**src/rtl/uart_pkg.sv**
```systemverilog
// Shared UART definitions: receive FSM state encoding, data width and
// baud-timing helpers used by the receiver and its testbench-facing top.
package uart_pkg;

   localparam int UART_DATA_W = 8;

   typedef enum logic [1:0] {
      IDLE,
      START,
      DATA,
      STOP
   } state_e;

   // System clocks per serial bit (integer division, truncating).
   function automatic int clks_per_bit(input int clk_hz, input int baud);
      return clk_hz / baud;
   endfunction

   // Clocks from the start-bit edge to the middle of the start bit.
   function automatic int half_bit(input int clk_hz, input int baud);
      return clks_per_bit(clk_hz, baud) / 2;
   endfunction

endpackage

```
**src/rtl/uart_rx_mmio_if.sv**
```systemverilog
// Consumer-side bus of the UART receiver: byte pop handshake plus status.
// master = receiver (produces bytes), slave = IO decoder (pops them).
interface uart_rx_mmio_if;
   import uart_pkg::*;

   logic [UART_DATA_W-1:0] o_data;
   logic                   o_valid;
   logic                   i_ready;
   logic                   o_frame_err;
   logic                   o_overrun;
   logic                   i_clr_err;
   logic                   o_busy;

   modport master (
      output o_data, o_valid, o_frame_err, o_overrun, o_busy,
      input  i_ready, i_clr_err
   );

   modport slave (
      input  o_data, o_valid, o_frame_err, o_overrun, o_busy,
      output i_ready, i_clr_err
   );

endinterface

```
**src/rtl/uart_rx_fifo.sv**
```systemverilog
// Receive buffer with sticky overrun flag.
// UART_RX_FIFO_EN defined  : DEPTH-entry circular FIFO, first-word fall-through.
// UART_RX_FIFO_EN undefined: single holding register plus a full flag.
// A push into a full buffer is accepted only when a pop happens the same cycle;
// otherwise the byte is dropped and overrun is set (set wins over clr_err).
module uart_rx_fifo
   import uart_pkg::*;
#(
   parameter int DEPTH = 8
) (
   input  logic                   clk,
   input  logic                   reset,
   input  logic                   push,
   input  logic [UART_DATA_W-1:0] din,
   input  logic                   pop,
   output logic [UART_DATA_W-1:0] dout,
   output logic                   valid,
   output logic                   full,
   input  logic                   clr_err,
   output logic                   overrun
);

   // Reject unusable depths at elaboration, in either build.
   if (DEPTH < 2 || (DEPTH & (DEPTH - 1)) != 0) begin : g_bad_depth
      $error("uart_rx_fifo: DEPTH must be a power of 2 and >= 2");
   end

   logic pop_ok;
   logic push_ok;

   assign pop_ok  = pop & valid;
   assign push_ok = push & (~full | pop_ok);

`ifdef UART_RX_FIFO_EN
   localparam int AW = $clog2(DEPTH);

   logic [UART_DATA_W-1:0] mem [DEPTH];
   logic [AW-1:0]          rd_ptr;
   logic [AW-1:0]          wr_ptr;
   logic [AW:0]            count;

   assign valid = (count != '0);
   assign full  = (count == (AW+1)'(DEPTH));
   // NOTE: the storage array has no reset; dout is masked while empty so the
   // visible output still reads 0 out of reset without resetting every entry.
   assign dout  = valid ? mem[rd_ptr] : '0;

   // Storage write; pointers wrap naturally at 2**AW.
   always_ff @(posedge clk) begin
      if (push_ok) mem[wr_ptr] <= din;
   end

   // Pointer and occupancy bookkeeping.
   always_ff @(posedge clk or posedge reset) begin
      if (reset) begin
         rd_ptr <= '0;
         wr_ptr <= '0;
         count  <= '0;
      end else begin
         if (push_ok) wr_ptr <= wr_ptr + AW'(1);
         if (pop_ok)  rd_ptr <= rd_ptr + AW'(1);
         case ({push_ok, pop_ok})
            2'b10:   count <= count + (AW+1)'(1);
            2'b01:   count <= count - (AW+1)'(1);
            default: count <= count;
         endcase
      end
   end
`else
   logic [UART_DATA_W-1:0] hold;

   assign valid = full;
   assign dout  = hold;

   // Single-entry buffer: a push in the same cycle as a pop refills it.
   always_ff @(posedge clk or posedge reset) begin
      if (reset) begin
         hold <= '0;
         full <= 1'b0;
      end else begin
         if (pop_ok) full <= 1'b0;
         if (push_ok) begin
            hold <= din;
            full <= 1'b1;
         end
      end
   end
`endif

   // Sticky overrun: set when a byte is dropped, cleared by clr_err.
   always_ff @(posedge clk or posedge reset) begin
      if (reset) begin
         overrun <= 1'b0;
      end else begin
         if (clr_err) overrun <= 1'b0;
         if (push & full & ~pop_ok) overrun <= 1'b1;
      end
   end

endmodule

```
**src/rtl/uart_rx_mmio.sv**
```systemverilog
// 8N1 UART receiver with CPU-facing pop handshake.
// Optional macro UART_RX_FIFO_EN selects a FIFO_DEPTH-entry buffer instead of
// a single holding register.
module uart_rx_mmio
   import uart_pkg::*;
#(
   parameter int CLK_FREQ_HZ = 50_000_000,
   parameter int BAUD_RATE   = 115_200,
   parameter int FIFO_DEPTH  = 8
) (
   input  logic              clk,
   input  logic              reset,
   input  logic              i_uart_rx,
   uart_rx_mmio_if.master    bus
);

   localparam int         CLKS_PER_BIT = clks_per_bit(CLK_FREQ_HZ, BAUD_RATE);
   localparam int         HALF_BIT     = half_bit(CLK_FREQ_HZ, BAUD_RATE);
   localparam logic [15:0] CNT_BIT_END  = 16'(CLKS_PER_BIT - 1);
   localparam logic [15:0] CNT_HALF_END = 16'(HALF_BIT - 1);

   logic                   rx_meta;
   logic                   rx_s;
   state_e                 state;
   logic [15:0]            cnt;
   logic [2:0]             idx;
   logic [UART_DATA_W-1:0] shift;
   logic                   frame_err;
   logic                   push;

   // Two-flop synchronizer; resets to the idle (high) line level.
   always_ff @(posedge clk or posedge reset) begin
      if (reset) begin
         rx_meta <= 1'b1;
         rx_s    <= 1'b1;
      end else begin
         rx_meta <= i_uart_rx;
         rx_s    <= rx_meta;
      end
   end

   // A good stop bit delivers the byte in the same cycle it is sampled.
   assign push = (state == STOP) && (cnt == CNT_BIT_END) && rx_s;

   // Receive FSM: start validation at mid-bit, 8 data samples, stop check.
   always_ff @(posedge clk or posedge reset) begin
      if (reset) begin
         state     <= IDLE;
         cnt       <= '0;
         idx       <= '0;
         shift     <= '0;
         frame_err <= 1'b0;
      end else begin
         // NOTE: with non-blocking assignments the last one in the block wins,
         // so a framing error set further down overrides this clear.
         if (bus.i_clr_err) frame_err <= 1'b0;
         case (state)
            IDLE: begin
               if (!rx_s) begin
                  state <= START;
                  cnt   <= '0;
               end
            end
            START: begin
               if (cnt == CNT_HALF_END) begin
                  if (rx_s) begin
                     state <= IDLE;
                  end else begin
                     state <= DATA;
                     cnt   <= '0;
                     idx   <= '0;
                  end
               end else begin
                  cnt <= cnt + 16'd1;
               end
            end
            DATA: begin
               if (cnt == CNT_BIT_END) begin
                  shift <= {rx_s, shift[UART_DATA_W-1:1]};
                  cnt   <= '0;
                  idx   <= idx + 3'd1;
                  if (idx == 3'd7) state <= STOP;
               end else begin
                  cnt <= cnt + 16'd1;
               end
            end
            STOP: begin
               if (cnt == CNT_BIT_END) begin
                  if (!rx_s) frame_err <= 1'b1;
                  state <= IDLE;
               end else begin
                  cnt <= cnt + 16'd1;
               end
            end
            default: state <= IDLE;
         endcase
      end
   end

   assign bus.o_busy      = (state != IDLE);
   assign bus.o_frame_err = frame_err;

   uart_rx_fifo #(
      .DEPTH (FIFO_DEPTH)
   ) u_fifo (
      .clk     (clk),
      .reset   (reset),
      .push    (push),
      .din     (shift),
      .pop     (bus.i_ready),
      .dout    (bus.o_data),
      .valid   (bus.o_valid),
      .full    (),
      .clr_err (bus.i_clr_err),
      .overrun (bus.o_overrun)
   );

endmodule

```
**src/flat_wrapper.sv**
```systemverilog
// flat-port wrapper written by rule: the top's interface ports become plain ports
module uart_rx_mmio_flat import uart_pkg::*;
#(
   parameter int CLK_FREQ_HZ = 50_000_000,
   parameter int BAUD_RATE   = 115_200,
   parameter int FIFO_DEPTH  = 8
)
  (clk, reset, i_uart_rx, bus_o_data, bus_o_valid, bus_o_frame_err, bus_o_overrun, bus_o_busy, bus_i_ready, bus_i_clr_err);
  uart_rx_mmio_if bus_i ();
  input  logic clk;
  input  logic reset;
  input  logic i_uart_rx;
  output wire logic [$bits(bus_i.o_data)-1:0] bus_o_data;
  output wire logic [$bits(bus_i.o_valid)-1:0] bus_o_valid;
  output wire logic [$bits(bus_i.o_frame_err)-1:0] bus_o_frame_err;
  output wire logic [$bits(bus_i.o_overrun)-1:0] bus_o_overrun;
  output wire logic [$bits(bus_i.o_busy)-1:0] bus_o_busy;
  input wire logic [$bits(bus_i.i_ready)-1:0] bus_i_ready;
  input wire logic [$bits(bus_i.i_clr_err)-1:0] bus_i_clr_err;
  assign bus_o_data = bus_i.o_data;
  assign bus_o_valid = bus_i.o_valid;
  assign bus_o_frame_err = bus_i.o_frame_err;
  assign bus_o_overrun = bus_i.o_overrun;
  assign bus_o_busy = bus_i.o_busy;
  assign bus_i.i_ready = bus_i_ready;
  assign bus_i.i_clr_err = bus_i_clr_err;
  uart_rx_mmio #(.CLK_FREQ_HZ(CLK_FREQ_HZ), .BAUD_RATE(BAUD_RATE), .FIFO_DEPTH(FIFO_DEPTH)) u_core (.clk(clk), .reset(reset), .i_uart_rx(i_uart_rx), .bus(bus_i));
endmodule
```
**config.mk**
```make
export PLATFORM = sky130hd
export DESIGN_NAME = uart_rx_mmio_flat
export DESIGN_NICKNAME = d
export VERILOG_FILES = /design/src/rtl/uart_pkg.sv /design/src/rtl/uart_rx_mmio_if.sv /design/src/rtl/uart_rx_fifo.sv /design/src/rtl/uart_rx_mmio.sv /design/src/flat_wrapper.sv
export SDC_FILE = /design/constraint.sdc
export NUM_CORES = 1
export LEC_CHECK = 0
export CAP_MARGIN = 10
export CORE_ASPECT_RATIO = 0.6
export CORE_UTILIZATION = 45
export DETAILED_ROUTE_END_ITERATION = 10
export SLEW_MARGIN = 5
export SYNTH_ARGS = -nofsm -noshare
export SYNTH_HDL_FRONTEND = slang
export SYNTH_SLANG_ARGS = --single-unit
```
**constraint.sdc**
```tcl
create_clock -name clk -period 5.2 [get_ports clk]
set_clock_uncertainty 0.2 [all_clocks]
set_input_delay 1.04 -clock clk [delete_from_list [all_inputs] [get_ports clk]]
set_output_delay 1.04 -clock clk [all_outputs]
set_load 0.005 [all_outputs]
```
==> impl_metrics.yaml <==
layout:
  nets: 225
  drive_gt1_share_pct: 11.6
  diodes: 0
  regArea_sq_um: 1050
  areaGrowthSynthToFinish_pct: 16.0
  fin_util_pct: 54.4
  multiInputGateArea_sq_um: 995
  nFillCells: 415
outcome:
  outcome: "complete, no violations"
floorplan:
  io_pins: 17
  die_w_um: 91.3
  die_area_sq_um: 5070
  num_rows: 19
  die_h_um: 55.6
  initial_core_util_pct: 46.9
  core-area_sq_um: 4590
sta:
  hold_viol: 0
  fmax_ghz: 0.342
  slew_headroom_pct: 58.2
  setup_violations: 0
  min_period_ns: 2.93
  final.setup.tns_ns: 0
  grt_setup_unrepaired: "false"
  fin_crit_sh_pct: 56.3
  tightest_slew_ns: 0.622
  worst_slack_ns: 2.27
  slew_violations: 0
grt:
  overflow: 0
  antenna_found_initial: 0
  grtUsageTotal_pct: 19.7
  grt_pass1_wl_um: 7650
  grt_max_degree: 43
  grt_pass1_vias: 1611
detailed_routing:
  antenna_left: 0
  dr.pass1.iters: 4
  drtIter0Drc: 97
  vias: 1541
  drt_wl_total_um: 4310
  post_drt_wl_per_cell_um: 15.4
  vias_per_cell: 5.52
  drcViolationCount: 0
clock_network:
  clockRootBuffer: "clkbuf_8"
  clock_latency_ns: 0.30
  cts.sinks: 42
  path_clk_slew_ns: 0.08
  cts_made_buffers: 5
  postCtsSetupRepairBufs: 0
  h-tree-depth: 2
  cts_resized: 0
  cts_tree: "done"
  cts_hold_buf: 0
  clockBufferDepth: 2
synthesis:
  ys.flop_type: "dfrtp_1"
  netlist_instances: 197
  synth_seq_cells: 42
  synth.avg_cell_area_sq_um: 10.9
  ys_types: 52
  ys_warn_count: 0
  synth_edf_count: 0
  ys_seq_area_share_pct: 48.9
  async_reset_ff_share_pct: 100
  syn-num-nets: 207
  synth_area_sq_um: 2150
placement:
  io_buffers: 16
  place_ws_ns: 2.59
  dp_hpwl_um: 3250
  gp_congestion: 0.797
setup_path:
  r2r_cells: 6
  end_kind: "output port"
  critPathTopFamily: "flip-flops"
  cpPeakStageDelay_ns: 0.62
  slowest_stage: "dfrtp_1"
  path_cells: "nor2_1 -> inv_1 -> clkdlybuf4s50_1"
  crit_required_ns: 3.96
  arrival_ns: 1.69
  startpoint_type: "flop"
  worst-path-stages: 3
  crit_path_max_fanout: 11
  crit_type: "reg -> out"
  critical_path_buf_inv_count: 2
power:
  ir_drop_mv: 0.135
  power_density_nw_per_um2: 263
  leakage_nw: 1.18
hold_path:
  holdPathStages: 0
  min_path_type: "reg -> reg"
job:
  drv_cap: 0
-- per-stage QoR --
stage | hold slack, ns | power [W] | cells | area (sq um)
floorplan | 0.145 | 0.000340 | 197 | 2150
global placement | 0.149 | 0.000346 | 271 | 2350
detailed placement | 0.147 | 0.000346 | 271 | 2350
CTS | 0.159 | 0.000664 | 279 | 2500
global route | 0.173 | 0.000681 | 279 | 2500
finish | 0.158 | 0.000657 | 279 | 2500
-- layer usage --
metal | share of wire [%] | wire (um) | GRT usage (%)
met5 | 0 | 0 | 0
met4 | 1.1 | 46 | 6.80
met3 | 5.2 | 222 | 4.64
met2 | 42 | 1800 | 27.3
met1 | 52 | 2240 | 30.2
-- cell families (layout without fill, tap and decap cells) --
family | count (synthesis) | in the layout | synth area share (%)
AO/OA/AOI/OAI | 42 | 42 | 12.7
XOR/XNOR | 2 | 2 | 0.814
adder cells (fa/ha/maj) | 5 | 5 | 2.91
buffers and inverters | 22 | 41 | 4.88
flip-flops | 42 | 42 | 48.9
multiplexers | 22 | 22 | 11.2
AND/OR/NAND/NOR | 62 | 62 | 18.6
-- cell usage after synthesis, types with 2 or more instances --
master	instances	area share [%]
dfrtp_1	40	46
inv_1	16	2.8
mux2_1	16	8.4
nand2_1	16	2.8
o21ai_1	9	2.1
a21oi_1	7	1.6
nand3_1	7	1.6
o21ai_0	6	1.4
or3_1	6	1.7
ha_1	5	2.9
mux2i_1	5	2.3
nor2_1	5	0.87
nand4_1	4	1.2
a21o_1	3	1.0
buf_2	3	0.70
nand2b_1	3	0.87
a211oi_1	2	0.70
a21oi_2	2	0.81
a22o_1	2	0.81
a31oi_1	2	0.58
and3_1	2	0.58
and4_1	2	0.81
buf_6	2	1.0
dfstp_2	2	2.4
nor4_4	2	2.0
xnor2_1	2	0.81
-- final timing paths --
check	slack, ns	endpoint	start
max reg2reg	2.91	u_core.cnt[14]	u_core.cnt[0]
min	0.16	u_core.rx_s	u_core.rx_meta
min in group asynchronous	0.98	u_core.state[0]	reset
max in group asynchronous	3.44	u_core.rx_meta	reset
max	2.27	bus_o_busy	flop
min reg2reg	0.16	u_core.rx_s	u_core.rx_meta
-- layout make-up --
cell class                 instances  area share [%]
sequential                        42            42.2
multi-input combinational        133            39.8
timing repair buffer              17            6.71
clock buffer                       6            3.31
tap                               63            3.16
clock inverter                     2            2.40
inverter                          16            2.40
-- layout by cell type, fill, tap and decap left out, types with 2 or more instances in the layout --
master,netlist,layout
and3_1,2,2
a21oi_1,7,7
nand4_1,4,4
clkdlybuf4s50_1,0,16
bufinv_16,0,2
nor2_1,5,5
dfstp_2,2,2
inv_1,16,16
nor4_4,2,2
o21ai_0,6,6
mux2_1,16,16
a22o_1,2,2
nand2b_1,3,3
nand3_1,7,7
clkbuf_8,0,6
and4_1,2,2
a21oi_2,2,2
a31oi_1,2,2
o21ai_1,9,9
nand2_1,16,16
or3_1,6,6
xnor2_1,2,2
a211oi_1,2,2
ha_1,5,5
a21o_1,3,3
dfrtp_1,40,40
mux2i_1,5,5
-- where the power goes --
| group | leakage [nW] | internal [W] | switching, W |
|---|---|---|---|
| Sequential | 0.565 | 0.000328 | 0.00000121 |
| Clock | 0.0714 | 0.000205 | 0.000113 |
| Combinational | 0.540 | 0.00000338 | 0.00000681 |
| Total | 1.18 | 0.000536 | 0.000121 |
-- worst reg2reg max path: stages, from the launching register on --
cell     delay (ns)
dfrtp_1        0.45
ha_1           0.24
nand3_1        0.16
nor3_1         0.52
nand4_1        0.22
o31a_1         0.28
a31oi_1        0.14
-- flip-flops by register name, summed over array words and instances, names as in the netlist, named ones only --
name / count
u_core.shift: 8
u_core.u_fifo.dout: 8
u_core.u_fifo.overrun: 1
u_core.rx_meta: 1
u_core.cnt: 16
u_core.bus.o_frame_err: 1
u_core.rx_s: 1
u_core.u_fifo.full: 1
u_core.state: 1
u_core.idx: 3
Note: power is estimated with default switching activity, not from simulation.
==> RTL change: new RTL, config.mk and constraints unchanged <==
Change the package constant `UART_DATA_W` from 8 to 10.
--- a/src/rtl/uart_pkg.sv
+++ b/src/rtl/uart_pkg.sv
@@ -4,3 +4,3 @@
 
-   localparam int UART_DATA_W = 8;
+   localparam int UART_DATA_W = 10;
 
Ports: changed (resized bus_o_data); port bits go from 17 to 19. No check against the original RTL was run, so the function may have changed too.
==> RTL change against the original RTL <==
First-iteration DRC count down 7.2%. Critical path depth rose by 2. Non-clock buffer count up 2. Power fell by 3.6%. Cell area up 3.3%. Worst setup slack better by 0.15 ns. Routed wire length up 7.6%. Sequential cell count up 4. Hold slack improved by 0.0073 ns. Largest power group unchanged. Largest cell class unchanged. Synthesized area grew 4.2%. Fmax up 5.5%.
==> RTL change: results (changes against the original RTL) <==
Max incr delay on CP - 0.64 ns (was 0.62 ns)
Seq. cell area - 0.00115 mm² (was 0.00105 mm²)
Non-CTS buffers - 19 (was 17)
Period utilisation layout - 53.3% (was 56.3%)
Non-clk buf share - 7.28% (was 6.71%)
Multi-input gate count - 136 (was 133)
Global-route wire length before repair - 7780 µm (was 7650 µm)
Post-Place Cell Area - 0.00247 mm² (was 0.00235 mm²)
GPL Wtd Cong - 0.879 (was 0.797)
Met3 wire length - 236 µm (was 222 µm)
Vias after detailed routing - 1,646 (was 1,541)
Final wirelength - 4640 µm (was 4310 µm)
Register area share after synthesis - 51.4% (was 48.9%)
Max IR drop VDD - 0.000138 V (was 0.000135 V)
Drt initial violations - 90 (was 97)
Dominant cells by area after synthesis - dfrtp_1 49%, mux2_2 9.0%, ha_1 2.8%, o21ai_0 2.5%, dfstp_2 2.3% (was dfrtp_1 46%, mux2_1 8.4%, ha_1 2.9%, inv_1 2.8%, nand2_1 2.8%)
Clock network share of area - 4.22% (was 5.71%)
Crit path max-delay family - simple AND/OR/NAND/NOR gates (was flip-flops)
Pre-antenna DRT Iters - 4 (unchanged)
Detail Placement HPWL - 3290 µm (was 3250 µm)
Status - finished, final reports clean (unchanged)
M1 wire length - 2440 µm (was 2240 µm)
Critical Path End - u_core.cnt[7] (was bus_o_busy)
Net count after synthesis - 206 (was 207)
Final Instance Count excl. Fillers - 280 (was 279)
M1 GR Usage - 29.6% (was 30.2%)
CP arrival - 2.76 ns (was 1.69 ns)
GR Util met3 - 4.47% (was 4.64%)
Yosys reg bits - 46 (was 42)
Multi-input gate area - 0.00102 mm² (was 995 µm²)
Largest net degree at the start of global routing - 47 (was 43)
Netlist cell types - 48 (was 52)
Fillers - 404 (was 415)
Share of layout cells above drive strength 1 - 18.4% (was 11.6%)
R2r worst-path depth - 5 (was 6)
Most frequent cells after synthesis - 44 x dfrtp_1, 18 x mux2_2, 14 x nand2_1 (was 40 x dfrtp_1, 16 x inv_1, 16 x mux2_1, 16 x nand2_1, 9 x o21ai_1)
Met2 WL - 1930 µm (was 1800 µm)
Slowest CP cell - a2bb2oi_2 (was dfrtp_1)
CP max FO - 15 (was 11)
All-layer global routing usage - 19.8% (was 19.7%)
Final net count - 226 (was 225)
Tightest Pin Transition - 1.02 ns (was 0.622 ns)
Pre-CTS setup slack - 2.47 ns (was 2.59 ns)
Syn-to-layout area delta - 14.9% (was 16.0%)
Non-clock inverters - 8 (was 16)
## RTL change: changes by cell type after synthesis, sizes merged, moves of 3 or more
| cell | delta |
|---|---|
| a211o | +5 |
| a21oi | -6 |
| mux2 | +3 |
| or3 | -4 |
| dfrtp | +4 |
| nand2 | -4 |
| inv | -8 |
| nor3 | +7 |
| mux2i | -3 |
| or4 | +3 |
| o21ai | -4 |
| and3 | +4 |
## RTL change: logic make-up after synthesis
| family | after synthesis | share of synthesized area [%] |
|---|---|---|
| AND/OR/NAND/NOR | 67 | 17.8 |
| flip-flops | 46 | 51.4 |
| AO/OA/AOI/OAI | 39 | 12.8 |
| multiplexers | 22 | 10.9 |
| buffers and inverters | 14 | 3.12 |
| adder cells (fa/ha/maj) | 5 | 2.79 |
| XOR/XNOR | 3 | 1.17 |
## RTL change: where the power goes
group / internal, mW / leakage [nW] / switching [mW]
combinational: 0.00363 / 0.574 / 0.00785
sequential: 0.359 / 0.621 / 0.000748
clock: 0.142 / 0.0579 / 0.121
